[src/rtl/sseg_pkg.sv]
// Shared seven-segment constants and the hex lookup used by every digit slice
// and by the display multiplexer.
package sseg_pkg;

    // Active-low segment patterns, bit 6 = a ... bit 0 = g.
    localparam logic [6:0] SEG_TABLE [16] = '{
        7'b0000001, 7'b1001111, 7'b0010010, 7'b0000110,
        7'b1001100, 7'b0100100, 7'b0100000, 7'b0001111,
        7'b0000000, 7'b0000100, 7'b0001000, 7'b1100000,
        7'b0110001, 7'b1000010, 7'b0110000, 7'b0111000
    };

    localparam logic [6:0] SEG_BLANK   = 7'b1111111;
    localparam logic [7:0] SSEG_OFF_AL = 8'hFF;

    // Unknown digits fall to the default branch and show a dark digit in
    // simulation instead of aliasing onto a valid table entry.
    function automatic logic [6:0] hex2seg(input logic [3:0] h);
        logic [6:0] s;
        case (h)
            4'h0, 4'h1, 4'h2, 4'h3, 4'h4, 4'h5, 4'h6, 4'h7,
            4'h8, 4'h9, 4'hA, 4'hB, 4'hC, 4'hD, 4'hE, 4'hF: s = SEG_TABLE[h];
            default: s = SEG_BLANK;
        endcase
        return s;
    endfunction

endpackage

[src/rtl/hex_to_sseg_decoder_if.sv]
// Digit-slice bus: hex digit and decimal point in, registered segment word out.
interface hex_to_sseg_decoder_if;
    logic [3:0] hex;
    logic       dp;
    logic [7:0] sseg;

    modport master (output hex, output dp, input  sseg);
    modport slave  (input  hex, input  dp, output sseg);
endinterface

[src/rtl/hex_to_sseg_decoder.sv]
// Registered hex-to-seven-segment decoder for one digit, selectable output
// polarity (common anode when ACTIVE_LOW=1, common cathode otherwise).
module hex_to_sseg_decoder
    import sseg_pkg::*;
#(
    parameter bit ACTIVE_LOW = 1'b1
) (
    input  logic                   clk,
    input  logic                   reset_n,
    hex_to_sseg_decoder_if.slave   bus
);

    localparam logic [7:0] RESET_WORD = ACTIVE_LOW ? SSEG_OFF_AL : ~SSEG_OFF_AL;

    logic [7:0] seg;
    logic [7:0] seg_pol;

    always_comb begin
        seg     = {bus.dp, hex2seg(bus.hex)};
        seg_pol = ACTIVE_LOW ? seg : ~seg;
    end

    // NOTE: non-blocking assignment keeps the register update race-free against
    // any other process that samples sseg on the same edge.
    always_ff @(posedge clk or negedge reset_n) begin
        if (!reset_n) begin
            bus.sseg <= RESET_WORD;
        end else begin
            bus.sseg <= seg_pol;
        end
    end

endmodule

[src/flat_wrapper.sv]
// flat-port wrapper written by rule: the top's interface ports become plain ports
module hex_to_sseg_decoder_flat import sseg_pkg::*;
#(
    parameter bit ACTIVE_LOW = 1'b1
)
  (clk, reset_n, bus_hex, bus_dp, bus_sseg);
  hex_to_sseg_decoder_if bus_i ();
  input  logic clk;
  input  logic reset_n;
  input wire logic [$bits(bus_i.hex)-1:0] bus_hex;
  input wire logic [$bits(bus_i.dp)-1:0] bus_dp;
  output wire logic [$bits(bus_i.sseg)-1:0] bus_sseg;
  assign bus_i.hex = bus_hex;
  assign bus_i.dp = bus_dp;
  assign bus_sseg = bus_i.sseg;
  hex_to_sseg_decoder #(.ACTIVE_LOW(ACTIVE_LOW)) u_core (.clk(clk), .reset_n(reset_n), .bus(bus_i));
endmodule
[config.mk]
export PLATFORM = sky130hd
export DESIGN_NAME = hex_to_sseg_decoder_flat
export DESIGN_NICKNAME = d
export VERILOG_FILES = /design/src/rtl/sseg_pkg.sv /design/src/rtl/hex_to_sseg_decoder_if.sv /design/src/rtl/hex_to_sseg_decoder.sv /design/src/flat_wrapper.sv
export SDC_FILE = /design/constraint.sdc
export NUM_CORES = 1
export LEC_CHECK = 0
export CORE_AREA = 2 2 41 43
export CTS_BUF_LIST = sky130_fd_sc_hd__clkbuf_4 sky130_fd_sc_hd__clkbuf_8
export CTS_CLUSTER_DIAMETER = 120
export CTS_CLUSTER_SIZE = 16
export DETAILED_ROUTE_END_ITERATION = 10
export DIE_AREA = 0 0 43 45
export GPL_TIMING_DRIVEN = 0
export SLEW_MARGIN = 10
export SYNTH_ARGS = -nofsm -noshare
export SYNTH_HDL_FRONTEND = slang
export SYNTH_SLANG_ARGS = --single-unit
[constraint.sdc]
create_clock -name clk -period 1.65 [get_ports clk]
set_input_delay 0.33 -clock clk [delete_from_list [all_inputs] [get_ports clk]]
set_output_delay 0.33 -clock clk [all_outputs]
set_load 0.05 [all_outputs]
==> results of run 1 <==
[cells by family after synthesis]
family / Yosys count
AND/OR/NAND/NOR: 8
adder cells (fa/ha/maj): 7
flip-flops: 8
multiplexers: 7
AO/OA/AOI/OAI: 6
buffers and inverters: 5
[routing by layer]
| layer | wire length, µm | track usage |
|---|---|---|
| met1 | 298 | 0.105 |
| met2 | 350 | 0.158 |
| met3 | 78 | 0.0320 |
| met4 | 8 | 0.0727 |
| met5 | 0 | 0 |
[synthesized netlist by cell type (2+ instances only)]
cell type and count:
nand2b_1 2, dfstp_2 8, ha_1 7, a21oi_1 2, mux2i_1 6, inv_1 3
o21ai_1 2, nor2_1 5
[worst max-delay path by stage]
stage	startpoint	end
floorplan	bus_hex[0]	u_core.bus.sseg[3]$_DFF_PN1_
global placement	bus_hex[0]	u_core.bus.sseg[3]$_DFF_PN1_
detailed placement	bus_hex[0]	u_core.bus.sseg[3]$_DFF_PN1_
CTS	u_core.bus.sseg[3]$_DFF_PN1_	bus_sseg[3]
global route	u_core.bus.sseg[0]$_DFF_PN1_	bus_sseg[0]
finish	u_core.bus.sseg[3]$_DFF_PN1_	bus_sseg[3]
[cell usage in the layout, fill, tap and decap left out]
master           instances
a21oi_1                  2
a32o_1                   1
buf_6                    1
clkbuf_1                 1
clkbuf_4                 3
clkdlybuf4s50_1          4
dfstp_2                  8
dlygate4sd2_1           10
ha_1                     7
inv_1                    3
mux2i_1                  6
mux4_2                   1
nand2_1                  1
nand2b_1                 2
nor2_1                   5
o211ai_1                 1
o21ai_1                  2
[per-stage QoR]
step	area, µm²	cells	util	setup WS [ps]	TNS (ps)
5_1_grt	649	74	0.441	8.90	0
6_report	649	74	0.441	49.6	0
2_1_floorplan	479	41	-	434	0
4_1_cts	649	74	0.441	31.2	0
3_3_place_gp	639	71	0.435	-312	-524
3_5_place_dp	639	71	0.435	-321	-533
[report_power, final]
part | leakage (nW) | internal [W] | switching [W]
clock | 0.0138 | 0.0000825 | 0.0000560
sequential | 0.0838 | 0.000225 | 0.00000316
combinational | 0.219 | 0.0000531 | 0.000105
total | 0.316 | 0.000361 | 0.000164
[layout make-up]
| type | instances | area, µm² | area share |
|---|---|---|---|
| plain buffers | 2 | 15.0 | 0.0231 |
| flip-flops and latches | 8 | 210 | 0.324 |
| repair buffers | 14 | 128 | 0.197 |
| clock buffers | 3 | 22.5 | 0.0347 |
| inverters | 3 | 11.3 | 0.0173 |
| well taps | 16 | 20.0 | 0.0308 |
| multi-input cells | 28 | 243 | 0.374 |
==> impl_metrics.toml, run 1 <==
[run_status]
status = "completed"

[synthesis]
ys.flop_type = "dfstp_2"
ys.warnings.count = 0
yosysTopAreaCell = "dfstp_2"
netlist_instances = 41
synth_seq_cells = 8
synthMuxAreaShare = 0.172
synth_top_area_frac = 0.439
ys_types = 14
synth_compound_area_frac = 0.0783
synth-xor-area-share = 0
synthesis.area_um2 = 479
synth.avg_cell_area_um2 = 11.7
synthTopCellsByArea = "dfstp_2 (44%), ha_1 (18%), mux2i_1 (13%), mux4_2 (4.7%), nor2_1 (3.9%)"
async_reset_ff_frac = 1.00
synth_nets = 55
synth_edf_count = 0
synth_top_family_by_area = "adder cells"
synth_adder_area_share = 0.183
synthSimpleGateAreaFrac = 0.0731
ys_seq_area_frac = 0.439

[worst_hold_path]
hp-class = "in2reg"
hold_depth = 1
min_from = "bus_dp"
min_to = "u_core.bus.sseg[7]$_DFF_PN1_"

[sta]
holdWs_ps = 489
relSlewSlack = 0.674
tightestPinTransition_ps = 492
rsz0062_at_grt = "false"
final.period_utilization = 0.970
max_clock_freq_ghz = 0.625
finalHoldViolCount = 0
maxSlewViolCount = 0
setup_viol = 0
layout_min_cycle_time_ps = 1600

[worst_setup_path]
cp.required_ps = 1320
crit_path_max_fanout = 1
max_stage_delay_ps = 520
crit_type = "reg2out"
cp.depth = 1
cp_cell_sequence = "dlygate4sd2_1"
crit_buf_inv = 1
end_kind = "output port"
arrival_ps = 1270
cp_slowest_cell = "dlygate4sd2_1"
critPathTopFamily = "buffers and inverters"
cp-start-kind = "register"

[layout]
antennaDiodeCount = 0
syn_to_final_growth_pct = 35.5
top_register = "u_core.bus.sseg"
layout-drive-gt1-share = 0.224
nets = 74
reg.largest.list = "u_core.bus.sseg: 8 flops"
fillers = 156
largest_register_ffs = 8

[global_routing]
grt_overflow = 0
gr-usage-all-layers = 0.0967
grt_max_degree = 11
grt_pass1_wl_um = 1370
antenna_found_initial = 0
grt_pass1_vias = 337

[drt]
first_pass_iters = 2
drtIter0Drc = 5
drt.antenna.violating_nets = 0
drc = 0
viasPerCell = 4.80
dr_total_vias = 355
drt-total-wl_um = 735
wl_per_cell_um = 9.93

[placed_design]
port_buffers = 14
gp_congestion = 0.739
hpwlAfterDp_um = 616

[pwr]
powerDensity_nw_per_um2 = 808
vdd_drop_max_mv = 0.221
p_leak_nw = 0.316
p_total_w = 0.000525

[clocking]
clock_path_buffers = 2
htree_levels = 1
tritoncts = "built"
postCtsSetupBuffers = 0
cts_hold_buf = 0
root_buffer = "clkbuf_4"
ctsResizeCount = 10
cts.sinks = 8
cts.clk_slew.worst_paths_ps = 50
cts_buffers = 3

[job]
maxCapViolCount = 0

[floorplanning]
coreArea_um2 = 1470
start_util = 0.326
die_h_um = 45
row_count = 14
dieArea_um2 = 1940
die_w_um = 43
ioPinCount = 15
(Power assumes the default switching activity.)
==> run 2, diff against run 1 <==
SKIP_CTS_REPAIR_TIMING = 1   (was default)
TNS_END_PERCENT = 30   (was default)
==> run 2 against run 1 <==
Cell area up 5.8%. Non-clock buffer count unchanged. Global-route usage shrank 0.17 points. Wire length increased by 3.9%. Clock-buffer cell count is the same. Critical path type unchanged. Worst hold slack got worse by 15 ps. Worst setup slack improved by 110 ps. Sequential power hardly changed. Final cell count stayed put. Clock power about the same. Total power grew 2.2%. Utilization up 2.6 points.
==> impl_metrics.toml, run 2 (synthesis results as in run 1) <==
[floorplanning]
coreArea_um2 = 1470
dieArea_um2 = 1940
ioPinCount = 15
die_w_um = 43
die_h_um = 45
start_util = 0.326
row_count = 14

[worst_setup_path]
crit_buf_inv = 1
startpoint = "u_core.bus.sseg[3]$_DFF_PN1_"
end_kind = "output port"
crit_path_max_fanout = 1
cp-start-kind = "register"
crit_type = "reg2out"
critPathTopFamily = "flip-flops"
cp_slowest_cell = "dfstp_2"
max_stage_delay_ps = 510
arrival_ps = 1160
cp_cell_sequence = "dlymetal6s2s_1"
cp.required_ps = 1320

[worst_hold_path]
hp-class = "in2reg"
min_from = "bus_hex[1]"

[clocking]
cts_buffers = 3
root_buffer = "clkbuf_4"
cts.sinks = 8
cts.clk_slew.worst_paths_ps = 50
clock_path_buffers = 2
htree_levels = 1
tritoncts = "built"

[drt]
drt.antenna.violating_nets = 0
drt-total-wl_um = 764
dr_total_vias = 355
viasPerCell = 4.80
drtIter0Drc = 6
first_pass_iters = 2
wl_per_cell_um = 10.3
drc = 0

[layout]
antennaDiodeCount = 0
fillers = 146
top_register = "u_core.bus.sseg"
layout-drive-gt1-share = 0.224
final_area_um2 = 687
final_common_cell = "dlymetal6s2s_1"
largest_register_ffs = 8
nets = 74
final_util = 0.467
reg.largest.list = "u_core.bus.sseg: 8 flops"
layout_common_cells = "dlymetal6s2s_1 (10), dfstp_2 (8), ha_1 (7), mux2i_1 (6), nor2_1 (5)"
syn_to_final_growth_pct = 43.3

[sta]
setup_viol = 0
maxSlewViolCount = 0
holdWs_ps = 474
max_clock_freq_ghz = 0.670
finalHoldViolCount = 0
tightestPinTransition_ps = 508
final.period_utilization = 0.904
rsz0062_at_grt = "false"
relSlewSlack = 0.661
layout_setup_ws_ps = 158
layout_min_cycle_time_ps = 1490

[pwr]
powerDensity_nw_per_um2 = 781
vdd_drop_max_mv = 0.224
p_total_w = 0.000536
p_leak_nw = 0.408

[global_routing]
grt_pass1_wl_um = 1350
grt_max_degree = 11
grt_overflow = 0
antenna_found_initial = 0
grt_pass1_vias = 335
gr-usage-all-layers = 0.0950

[placed_design]
port_buffers = 14
post-place-ws_ps = -321
hpwlAfterDp_um = 616
placed_cell_area_um2 = 639
gp_congestion = 0.739

[run_status]
status = "completed"

[job]
maxCapViolCount = 0
==> run 2: final cells by class <==
type | instances | area, µm² | share of cell area
multi-input combinational | 28 | 243 | 0.353
sequential | 8 | 210 | 0.306
timing repair buffer | 14 | 165 | 0.240
clock buffer | 3 | 22.5 | 0.0328
tap | 16 | 20.0 | 0.0291
buffer | 2 | 15.0 | 0.0219
inverter | 3 | 11.3 | 0.0164
==> run 2: stage by stage <==
stage / TNS (ps) / std cells
2_1_floorplan: 0 / 41
3_3_place_gp: -524 / 71
3_5_place_dp: -533 / 71
4_1_cts: -1940 / 74
5_1_grt: 0 / 74
6_report: 0 / 74
==> run 2: final timing paths <==
check                      slack (ps)  depth (start not counted)                            to
hold / removal                    470                          4  u_core.bus.sseg[0]$_DFF_PN1_
min in group asynchronous         620                          1  u_core.bus.sseg[7]$_DFF_PN1_
setup / recovery                  160                          1                   bus_sseg[3]
max in group asynchronous        1010                          1  u_core.bus.sseg[6]$_DFF_PN1_
==> run 2: routing by layer <==
layer / share of wire / vias to the layer above / track usage
li1: - / 173 / -
met1: 0.40 / 166 / 0.100
met2: 0.46 / 14 / 0.158
met3: 0.12 / 2 / 0.0320
met4: 0.010 / 0 / 0.0727
met5: 0 / - / 0
==> run 2: power breakdown <==
part | switching (W) | internal, W | leakage (nW)
sequential | 0.00000316 | 0.000225 | 0.0838
clock | 0.0000560 | 0.0000825 | 0.0138
combinational | 0.000105 | 0.0000644 | 0.310
total | 0.000164 | 0.000372 | 0.408
==> run 3, diff against run 2 <==
CORE_AREA = 2 2 39 41   (was 2 2 41 43)
DIE_AREA = 0 0 41 43   (was 0 0 43 45)
==> run 3 against run 2 <==
Combinational power barely moved. Total power fell by 0.88%. Via count decreased by 8.5%. Clock power is 3% lower. First-iteration DRC count fell by 100%. Final cell count unchanged. Cell area stayed put. Non-clock buffer count stayed put. Sequential share of layout area stayed put. Wire length shrank 3.8%. Critical path depth stayed put. Utilization increased by 3.0 points. Critical endpoint is now bus_sseg[2]. Largest cell class unchanged.
==> impl_metrics.toml, run 3 (synthesis results as in run 1) <==
[run_status]
status = "completed"

[floorplanning]
start_util = 0.346
die_h_um = 43
row_count = 14
coreArea_um2 = 1380
die_w_um = 41
ioPinCount = 15
dieArea_um2 = 1760

[layout]
antennaDiodeCount = 0
largest_register_ffs = 8
top_register = "u_core.bus.sseg"
layout-drive-gt1-share = 0.224
layout_common_cells = "dlymetal6s2s_1 (10), dfstp_2 (8), ha_1 (7), mux2i_1 (6), nor2_1 (5)"
syn_to_final_growth_pct = 43.3
final_cell_count_no_fill = 74
reg.largest.list = "u_core.bus.sseg: 8 flops"
nets = 74
final_common_cell = "dlymetal6s2s_1"
final_area_um2 = 687

[placed_design]
port_buffers = 14
gp_congestion = 0.758
hpwlAfterDp_um = 590
placed_cell_area_um2 = 639
post-place-ws_ps = -339
dp.cells = 71

[pwr]
vdd_drop_max_mv = 0.238
p_total_w = 0.000532
p_leak_nw = 0.408
powerDensity_nw_per_um2 = 774

[global_routing]
grt_max_degree = 11
grt_pass1_vias = 285
grt_overflow = 0
grt.busiest_layer = "met2"
grt_pass1_wl_um = 1190
gr-usage-all-layers = 0.103
antenna_found_initial = 0
grt_util_met2 = 0.138
met1_usage = 0.130
grt_util_met3 = 0.0157

[worst_setup_path]
cp-start-kind = "register"
cp_cell_sequence = "dlymetal6s2s_1"
cp_slowest_cell = "dfstp_2"
crit_path_max_fanout = 1
end_kind = "output port"
startpoint = "u_core.bus.sseg[2]$_DFF_PN1_"
crit_type = "reg2out"
crit_buf_inv = 1
cp.required_ps = 1320
max_stage_delay_ps = 500
critPathTopFamily = "flip-flops"
arrival_ps = 1150

[sta]
rsz0062_at_grt = "false"
tightestPinTransition_ps = 499
max_clock_freq_ghz = 0.675
maxSlewViolCount = 0
relSlewSlack = 0.666
final.period_utilization = 0.897
setup_viol = 0
layout_min_cycle_time_ps = 1480
layout_setup_ws_ps = 169
finalHoldViolCount = 0
setup_tns_ps = 0

[clocking]
cts.sinks = 8
root_buffer = "clkbuf_4"
cts_buffers = 3
cts.clk_slew.worst_paths_ps = 50
htree_levels = 1
tritoncts = "built"
clock_path_buffers = 2

[drt]
drc = 0
first_pass_iters = 1
drt.antenna.violating_nets = 0
dr_total_vias = 325
wl_per_cell_um = 9.93
drt-total-wl_um = 735
viasPerCell = 4.39
drtIter0Drc = 0

[worst_hold_path]
hp-class = "in2reg"
min_from = "bus_hex[1]"
min_to = "u_core.bus.sseg[0]$_DFF_PN1_"
hold_depth = 4

[job]
maxCapViolCount = 0
## run 3: cell counts in the layout (fill, tap and decap cells not counted)
No cell type changed its count.
## run 3: final cells by class
class / count / area (µm²)
Fill cell: 143 / 697
Multi-Input combinational cell: 28 / 243
Sequential cell: 8 / 210
Timing Repair Buffer: 14 / 165
Clock buffer: 3 / 22.5
Tap cell: 16 / 20.0
Buffer: 2 / 15.0
Inverter: 3 / 11.3
## run 3: tightest hold or removal path: stages
cell	delay, ps
dlymetal6s2s_1	200
nor2_1	60
nor2_1	80
a21oi_1	40
## run 3: worst max-delay path by stage
stage,endpoint,slack [ps],depth (start not counted)
after floorplan,u_core.bus.sseg[3]$_DFF_PN1_,430,4
after global routing,bus_sseg[0],130,1
after global placement,u_core.bus.sseg[3]$_DFF_PN1_,-330,5
after detailed placement,u_core.bus.sseg[3]$_DFF_PN1_,-340,5
after CTS,bus_sseg[2],-230,1
final,bus_sseg[2],170,1
## run 3: through the flow
step | hold slack (ps) | utilization
floorplan | 182 | -
global placement | 758 | 0.462
detailed placement | 759 | 0.462
CTS | 504 | 0.478
global route | 518 | 0.496
finish | 484 | 0.496
## run 3: report_power, final
part | switching, W | internal [W]
clock network | 0.0000525 | 0.0000823
registers | 0.00000269 | 0.000225
logic | 0.000105 | 0.0000641
## run 3: routing by layer
metal  routed length, µm  vias to the layer above
met5                   0                        -
met4                  14                        0
met3                  85                        2
met2                 330                       15
met1                 305                      137
li1                    -                      171
